## src/rtl/fifo_wr_ctrl_if.sv

```systemverilog
// fifo_wr_ctrl_if: producer handshake, status and RAM write port of the FIFO write side
interface fifo_wr_ctrl_if #(
    parameter int W_ADDR = 4,
    parameter int W_DATA = 8
);
    logic              push;
    logic [W_DATA-1:0] data_in;
    logic              full;
    logic              almost_full;
    logic [W_ADDR:0]   level;
    logic              en_wr;
    logic [W_ADDR-1:0] addr_wr;
    logic [W_DATA-1:0] data_wr;
    modport master (
        output push, data_in,
        input  full, almost_full, level, en_wr, addr_wr, data_wr
    );
    modport slave (
        input  push, data_in,
        output full, almost_full, level, en_wr, addr_wr, data_wr
    );
endinterface

```

## src/rtl/fifo_wr_ctrl.sv

```systemverilog
// fifo_wr_ctrl: dual-clock FIFO write-side pointer/flag controller; optional overflow counter under FIFO_WR_OVF_CNT_EN
module fifo_wr_ctrl #(
    parameter int W_ADDR      = 4,
    parameter int W_DATA      = 8,
    parameter int SYNC_STAGES = 2,
    parameter int AF_LEVEL    = 12
) (
    input  logic            clk_wr,
    input  logic            rst_n,
    fifo_wr_ctrl_if.slave   bus,
    input  logic [W_ADDR:0] rd_ptr_gray_i,
    output logic [W_ADDR:0] wr_ptr_gray_o
`ifdef FIFO_WR_OVF_CNT_EN
    ,
    output logic            ovf_o,
    output logic [7:0]      ovf_cnt_o
`endif
);
    localparam logic [W_ADDR+1:0] AF = (W_ADDR+2)'(AF_LEVEL);
    logic [W_ADDR:0] sync_q [SYNC_STAGES];
    logic [W_ADDR:0] wr_bin_q, wr_bin_d, wr_gray_q, gn, rq, rd_bin, level_q, level_d;
    logic            full_q, af_q, acc;
    assign rq = sync_q[SYNC_STAGES-1];
    // accept decision and next-state pointer/level terms; en_wr is forced low while in reset
    always_comb begin
        acc      = bus.push & ~full_q & rst_n;
        wr_bin_d = wr_bin_q + {{W_ADDR{1'b0}}, acc};
        gn       = wr_bin_d ^ (wr_bin_d >> 1);
        rd_bin   = '0;
        for (int i = 0; i <= W_ADDR; i++) rd_bin[i] = ^(rq >> i);
        level_d  = wr_bin_d - rd_bin;
    end
    assign bus.en_wr       = acc;
    assign bus.addr_wr     = wr_bin_q[W_ADDR-1:0];
    assign bus.data_wr     = bus.data_in;
    assign bus.full        = full_q;
    assign bus.almost_full = af_q;
    assign bus.level       = level_q;
    assign wr_ptr_gray_o   = wr_gray_q;
    // pointers, read-pointer synchroniser and registered flags; full compares against rq with top two bits inverted
    always_ff @(posedge clk_wr or negedge rst_n) begin
        if (!rst_n) begin
            for (int i = 0; i < SYNC_STAGES; i++) sync_q[i] <= '0;
            wr_bin_q  <= '0;
            wr_gray_q <= '0;
            full_q    <= 1'b0;
            af_q      <= 1'b0;
            level_q   <= '0;
        end else begin
            sync_q[0] <= rd_ptr_gray_i;
            for (int i = 1; i < SYNC_STAGES; i++) sync_q[i] <= sync_q[i-1];
            wr_bin_q  <= wr_bin_d;
            wr_gray_q <= gn;
            full_q    <= gn == {~rq[W_ADDR:W_ADDR-1], rq[W_ADDR-2:0]};
            af_q      <= {1'b0, level_d} >= AF;
            level_q   <= level_d;
        end
    end
`ifdef FIFO_WR_OVF_CNT_EN
    logic       ovf_q;
    logic [7:0] ovf_cnt_q;
    assign ovf_o     = ovf_q;
    assign ovf_cnt_o = ovf_cnt_q;
    // sticky overflow flag and saturating count of pushes dropped while full
    always_ff @(posedge clk_wr or negedge rst_n) begin
        if (!rst_n) begin
            ovf_q     <= 1'b0;
            ovf_cnt_q <= '0;
        end else if (bus.push & full_q) begin
            ovf_q     <= 1'b1;
            ovf_cnt_q <= ovf_cnt_q == 8'hff ? ovf_cnt_q : ovf_cnt_q + 8'd1;
        end
    end
`endif
endmodule

```

## src/flat_wrapper.sv

```systemverilog
// flat-port wrapper written by rule: the top's interface ports become plain ports
module fifo_wr_ctrl_flat 
#(
    parameter int W_ADDR      = 4,
    parameter int W_DATA      = 8,
    parameter int SYNC_STAGES = 2,
    parameter int AF_LEVEL    = 12
)
  (clk_wr, rst_n, rd_ptr_gray_i, wr_ptr_gray_o, bus_push, bus_data_in, bus_full, bus_almost_full, bus_level, bus_en_wr, bus_addr_wr, bus_data_wr);
  fifo_wr_ctrl_if #(.W_ADDR(W_ADDR), .W_DATA(W_DATA)) bus_i ();
  input  logic clk_wr;
  input  logic rst_n;
  input  logic [W_ADDR:0] rd_ptr_gray_i;
  output logic [W_ADDR:0] wr_ptr_gray_o;
  input wire logic [$bits(bus_i.push)-1:0] bus_push;
  input wire logic [$bits(bus_i.data_in)-1:0] bus_data_in;
  output wire logic [$bits(bus_i.full)-1:0] bus_full;
  output wire logic [$bits(bus_i.almost_full)-1:0] bus_almost_full;
  output wire logic [$bits(bus_i.level)-1:0] bus_level;
  output wire logic [$bits(bus_i.en_wr)-1:0] bus_en_wr;
  output wire logic [$bits(bus_i.addr_wr)-1:0] bus_addr_wr;
  output wire logic [$bits(bus_i.data_wr)-1:0] bus_data_wr;
  assign bus_i.push = bus_push;
  assign bus_i.data_in = bus_data_in;
  assign bus_full = bus_i.full;
  assign bus_almost_full = bus_i.almost_full;
  assign bus_level = bus_i.level;
  assign bus_en_wr = bus_i.en_wr;
  assign bus_addr_wr = bus_i.addr_wr;
  assign bus_data_wr = bus_i.data_wr;
  fifo_wr_ctrl #(.W_ADDR(W_ADDR), .W_DATA(W_DATA), .SYNC_STAGES(SYNC_STAGES), .AF_LEVEL(AF_LEVEL)) u_core (.clk_wr(clk_wr), .rst_n(rst_n), .bus(bus_i), .rd_ptr_gray_i(rd_ptr_gray_i), .wr_ptr_gray_o(wr_ptr_gray_o));
endmodule
```

## config.mk

```make
export PLATFORM = sky130hd
export DESIGN_NAME = fifo_wr_ctrl_flat
export DESIGN_NICKNAME = d
export VERILOG_FILES = /design/src/rtl/fifo_wr_ctrl_if.sv /design/src/rtl/fifo_wr_ctrl.sv /design/src/flat_wrapper.sv
export SDC_FILE = /design/constraint.sdc
export NUM_CORES = 1
export LEC_CHECK = 0
export ABC_CLOCK_PERIOD_IN_PS = 3400
export CORE_MARGIN = 2
export CORE_UTILIZATION = 44
export DETAILED_ROUTE_END_ITERATION = 12
export GPL_ROUTABILITY_DRIVEN = 0
export PLACE_DENSITY_LB_ADDON = 0.1
export SYNTH_ARGS = -nofsm -noshare
export SYNTH_HDL_FRONTEND = slang
export SYNTH_SLANG_ARGS = --single-unit
```

## constraint.sdc

```tcl
create_clock -name clk_wr -period 3.4 [get_ports clk_wr]
set_input_delay 0.51 -clock clk_wr [delete_from_list [all_inputs] [get_ports clk_wr]]
set_output_delay 0.51 -clock clk_wr [all_outputs]
set_load 0.02 [all_outputs]
```

# == Word level (Yosys, flattened, before mapping) ==
# Cells that the tools add are included.
# totals
ff_bits,27
inputBits,16
output_inout_bits,25
elab_cells,21
# op_classes
addsub,2
n_lt_le_gt_ge,1
eq_ne,1
bitwise_logic,5
n_reduce_logical,5
# ops
operator,count
XOR reduction 5 bit,5
adder 5 x 1 -> 5 bit,1
== test 5 bit,1
greater-or-equal comparator 5 x 4 -> 1 bit (second input constant),1
subtractor 5 bit,1
bitwise XOR 5 x 4 -> 5 bit,1
bitwise AND 1 bit,2
inverter 2 bit,1
inverter 1 bit,1

# == Logic depth before layout (Yosys ltp) ==
# logic_depth
ltp_word,6
mapped_depth,11
depth_no_buf,10

# == Least setup slack after synthesis ==
# No wires, ideal clock.
# synth_timing
path_kind,input to register
start,input port rst_n
end,"register u_core.af_q, in the netlist u_core.bus.almost_full"
arrival_time_ns,2.624
slack_ns,0.705
stages,9
n_path_buf,1
cell_sequence,and3b_1 -> ha_1 -> ha_1 -> clkbuf_1 -> xor2_1 -> ha_1 -> a2111oi_2 -> or4_1 -> nand4_1
# synth_between
elab_chain_len,4
# synth_lines
element,line,text
start: declaration,flat_wrapper.sv:12,input logic rst_n;
bitwise AND 1 bit,fifo_wr_ctrl.sv:26,acc = bus.push & ~full_q & rst_n;
adder 5 x 1 -> 5 bit,fifo_wr_ctrl.sv:27,"wr_bin_d = wr_bin_q + {{W_ADDR{1'b0}}, acc};"
via u_core.wr_bin_d[1],fifo_wr_ctrl.sv:21,"logic [W_ADDR:0] wr_bin_q, wr_bin_d, wr_gray_q, gn, rq, rd_bin, level_q, level_d;"
subtractor 5 bit,fifo_wr_ctrl.sv:31,level_d = wr_bin_d - rd_bin;
greater-or-equal comparator 5 x 4 -> 1 bit,fifo_wr_ctrl.sv:55,"af_q <= {1'b0, level_d} >= AF;"
end signal: assignment,fifo_wr_ctrl.sv:47,af_q <= 1'b0;
end signal: assignment,fifo_wr_ctrl.sv:55,
end: declaration,fifo_wr_ctrl.sv:22,"logic full_q, af_q, acc;"
# The timed path passes the listed nets, and every way through them passes these cells.

# == Worst setup path after layout ==
# Same ends and word-level chain as after synthesis.

==> flow_summary_export.csv <==
group,metric,value,unit
yosys,netlist-cell-type-count,28,
worst_hold_path,min-delay-path-class,"reg -> reg",
yosys,yosys-top-cells-area,"dfrtp_1 54%, xor2_1 8.7%, ha_1 6.2%",
sta,finalCritPeriodShare,85.3,%
routing,drc,0,
clock_tree,post_cts_buffers,0,
placed_design,place_inst,141,
yosys,synth_area_leader_cell,"dfrtp_1",
critical_path,crit_arrival,3.15,ns
routing,route.vias.total,728,
yosys,yosysWarnings,0,
clock_tree,ctsHoldBuffers,0,
routing,drt.antenna.violating_nets,0,
power,vdd_drop_max,554,uV
yosys,synthCells,96,
grt,grt_max_degree,27,
grt,gr-usage-met1,17.0,%
routing,vias_per_cell,5.02,
routing,first_pass_iters,1,
sta,max_slew.worst_pin.slew,0.487,ns
critical_path,critPathMaxFanout,8,
layout,area_growth,22.6,%
critical_path,start_kind,"input port",
clock_tree,clk_pin_slew,0.14,ns
sta,finalSetupTns,0,ns
sta,finalMaxSlewViolations,0,
yosys,ys_seq_area_share,54.1,%
die,start_util,47.7,%
sta,relSlewSlack,67.4,%
yosys,avgSynthCellArea,12.5,um^2
clock_tree,clock_latency,0.31,ns
grt,antenna_found_initial,0,
die,die_h,56.3,um
yosys,synth_nets,118,
grt,grt_pass1_wl,3.39,mm
job,maxCapViolCount,0,
power,p_leak,0.640,nW
clock_tree,cts.sinks,26,
status,status,"finished, final reports clean",
die,core-area,0.00252,mm^2
placed_design,place_hpwl,1.45,mm
layout,n_fill_cell,218,
placed_design,io_buffers,24,
clock_tree,root_buffer,"clkbuf_4",
sta,fin_crit,2.90,ns
grt,overflow,0,
sta,rsz0062_at_grt,"false",
grt,met2_usage,22.4,%
yosys,synth_top_area_share,54.1,%
clock_tree,cts_resized,0,
power,cellPowerDensity,1020,mW/mm^2
yosys,synth_area,0.00120,mm^2
sta,hold_viol,0,
die,die_w,56.3,um
layout,fin_cells,145,
layout,antenna_cells,0,
layout,drive_gt1_share,9.57,%
critical_path,required,3.65,ns
grt,met3_usage,3.23,%
sta,fin_worst_skew,0.00342,ns
clock_tree,cts_buffers,3,
layout,final_nets,138,
die,dieArea,0.00317,mm^2
routing,wl_per_cell,12.9,um
routing,drt_wl_total,1.87,mm
grt,grt_pass1_vias,742,
die,boundaryPins,41,
critical_path,worstSetupEndpointType,"register",
die,rows,18,
grt,top_usage_layer,"met2",
sta,timing.fmax,345,MHz
yosys,ys_ff_latch,26,
clock_tree,cts_tree,"done",
grt,grt_usage,13.2,%
routing,first_iter_violations,0,
clock_tree,clockBufferDepth,2,
critical_path,critPathKind,"in -> reg",
sta,finalSetupViolCount,0,
clock_tree,htreeDepth,1,
registers in the layout (all words and copies together) (netlist names):
register and cells:
u_core.bus.almost_full 1, u_core.bus.full 1, u_core.bus.level 5, u_core.rq 5
u_core.sync_q 5, u_core.wr_bin_q 5, u_core.wr_ptr_gray_o 4
cell type report:
class                   count  area, um^2  share of cell area [%]
clock buffers               3        22.5                    1.53
clock inverters             1        30.0                    2.04
inverters                   5        18.8                    1.27
multi-input cells          54         459                    31.2
flip-flops and latches     26         651                    44.1
well taps                  30        37.5                    2.55
repair buffers             26         255                    17.3
cell usage in the layout (no fill, tap or decap), types with 3 or more instances in the layout:
master,netlist,final
nand4_1,3,3
clkbuf_4,0,3
xor2_1,12,12
xnor2_1,7,7
nand3_1,3,3
inv_1,5,5
ha_1,6,6
clkdlybuf4s50_1,0,24
dfrtp_1,26,26
cells in the mapped netlist (all sizes together):
library cell  instances
o31ai                 1
and3b                 1
nand3                 3
nor2                  1
clkbuf                1
o21ai                 1
ha                    6
xnor2                 9
or2                   1
or4                   1
a21oi                 2
nand2                 2
inv                   5
a2111oi               2
dfrtp                26
or3                   2
maj3                  1
buf                  10
nand4                 3
nor4b                 2
nor3                  1
a31o                  1
a2111o                1
xor2                 12
nand2b                1
cells by family after synthesis:
| family | count (synthesis) | synth area share (%) |
|---|---|---|
| AOI/OAI and AO/OA | 8 | 5.51 |
| xor gates and xnor gates | 21 | 16.5 |
| adders and majority gates | 7 | 7.08 |
| buffers and inverters | 16 | 7.70 |
| DFF | 26 | 54.1 |
| and+or+nand+nor | 18 | 9.05 |
worst paths after layout:
path / start / endpoint / slack, ns / cells past startpoint
max in group asynchronous: rst_n / u_core.bus.level[1] / 2.57 / 2
min: u_core.sync_q[7] / u_core.rq[2] / 0.37 / 0
min in group asynchronous: rst_n / u_core.wr_ptr_gray_o[3] / 0.59 / 2
min reg2reg: u_core.sync_q[7] / u_core.rq[2] / 0.37 / 0
max: rst_n / u_core.bus.almost_full / 0.50 / 11
max reg2reg: u_core.bus.full / u_core.bus.almost_full / 0.77 / 10
per-layer routing:
metal | routed length (um) | up-vias | share of wire (%)
met5 | 0 | - | 0
met4 | 17 | 0 | 0.91
met3 | 123 | 4 | 6.6
met2 | 907 | 20 | 49
met1 | 817 | 351 | 44
li1 | - | 353 | -
where the power goes:
group          internal (mW)  leakage, nW  switching, mW
Sequential             0.417        0.308         0.0430
Clock                  0.119       0.0279         0.0865
Combinational          0.392        0.305          0.445
critical path, stage by stage:
cell and delay, ns:
clkdlybuf4s50_1 0.43, and3b_1 0.21, ha_1 0.20, ha_1 0.21, xor2_1 0.43, ha_1 0.42
nor4b_1 0.08, o21ai_0 0.26, a31o_2 0.20, nand4_1 0.10, nand4_1 0.11
stage by stage:
| stage | utilization (%) | instance area, um^2 | setup slack (ns) | hold slack (ns) | power [mW] |
|---|---|---|---|---|---|
| floorplan | - | 1200 | 0.705 | 0.214 | 1.03 |
| global placement | 56.3 | 1420 | 0.214 | 0.333 | 1.31 |
| detailed placement | 56.3 | 1420 | 0.128 | 0.336 | 1.32 |
| CTS | 58.4 | 1470 | 0.461 | 0.370 | 1.53 |
| global route | 58.4 | 1470 | 0.294 | 0.379 | 1.62 |
| finish | 58.4 | 1470 | 0.501 | 0.373 | 1.50 |
(Power assumes the default switching activity.)
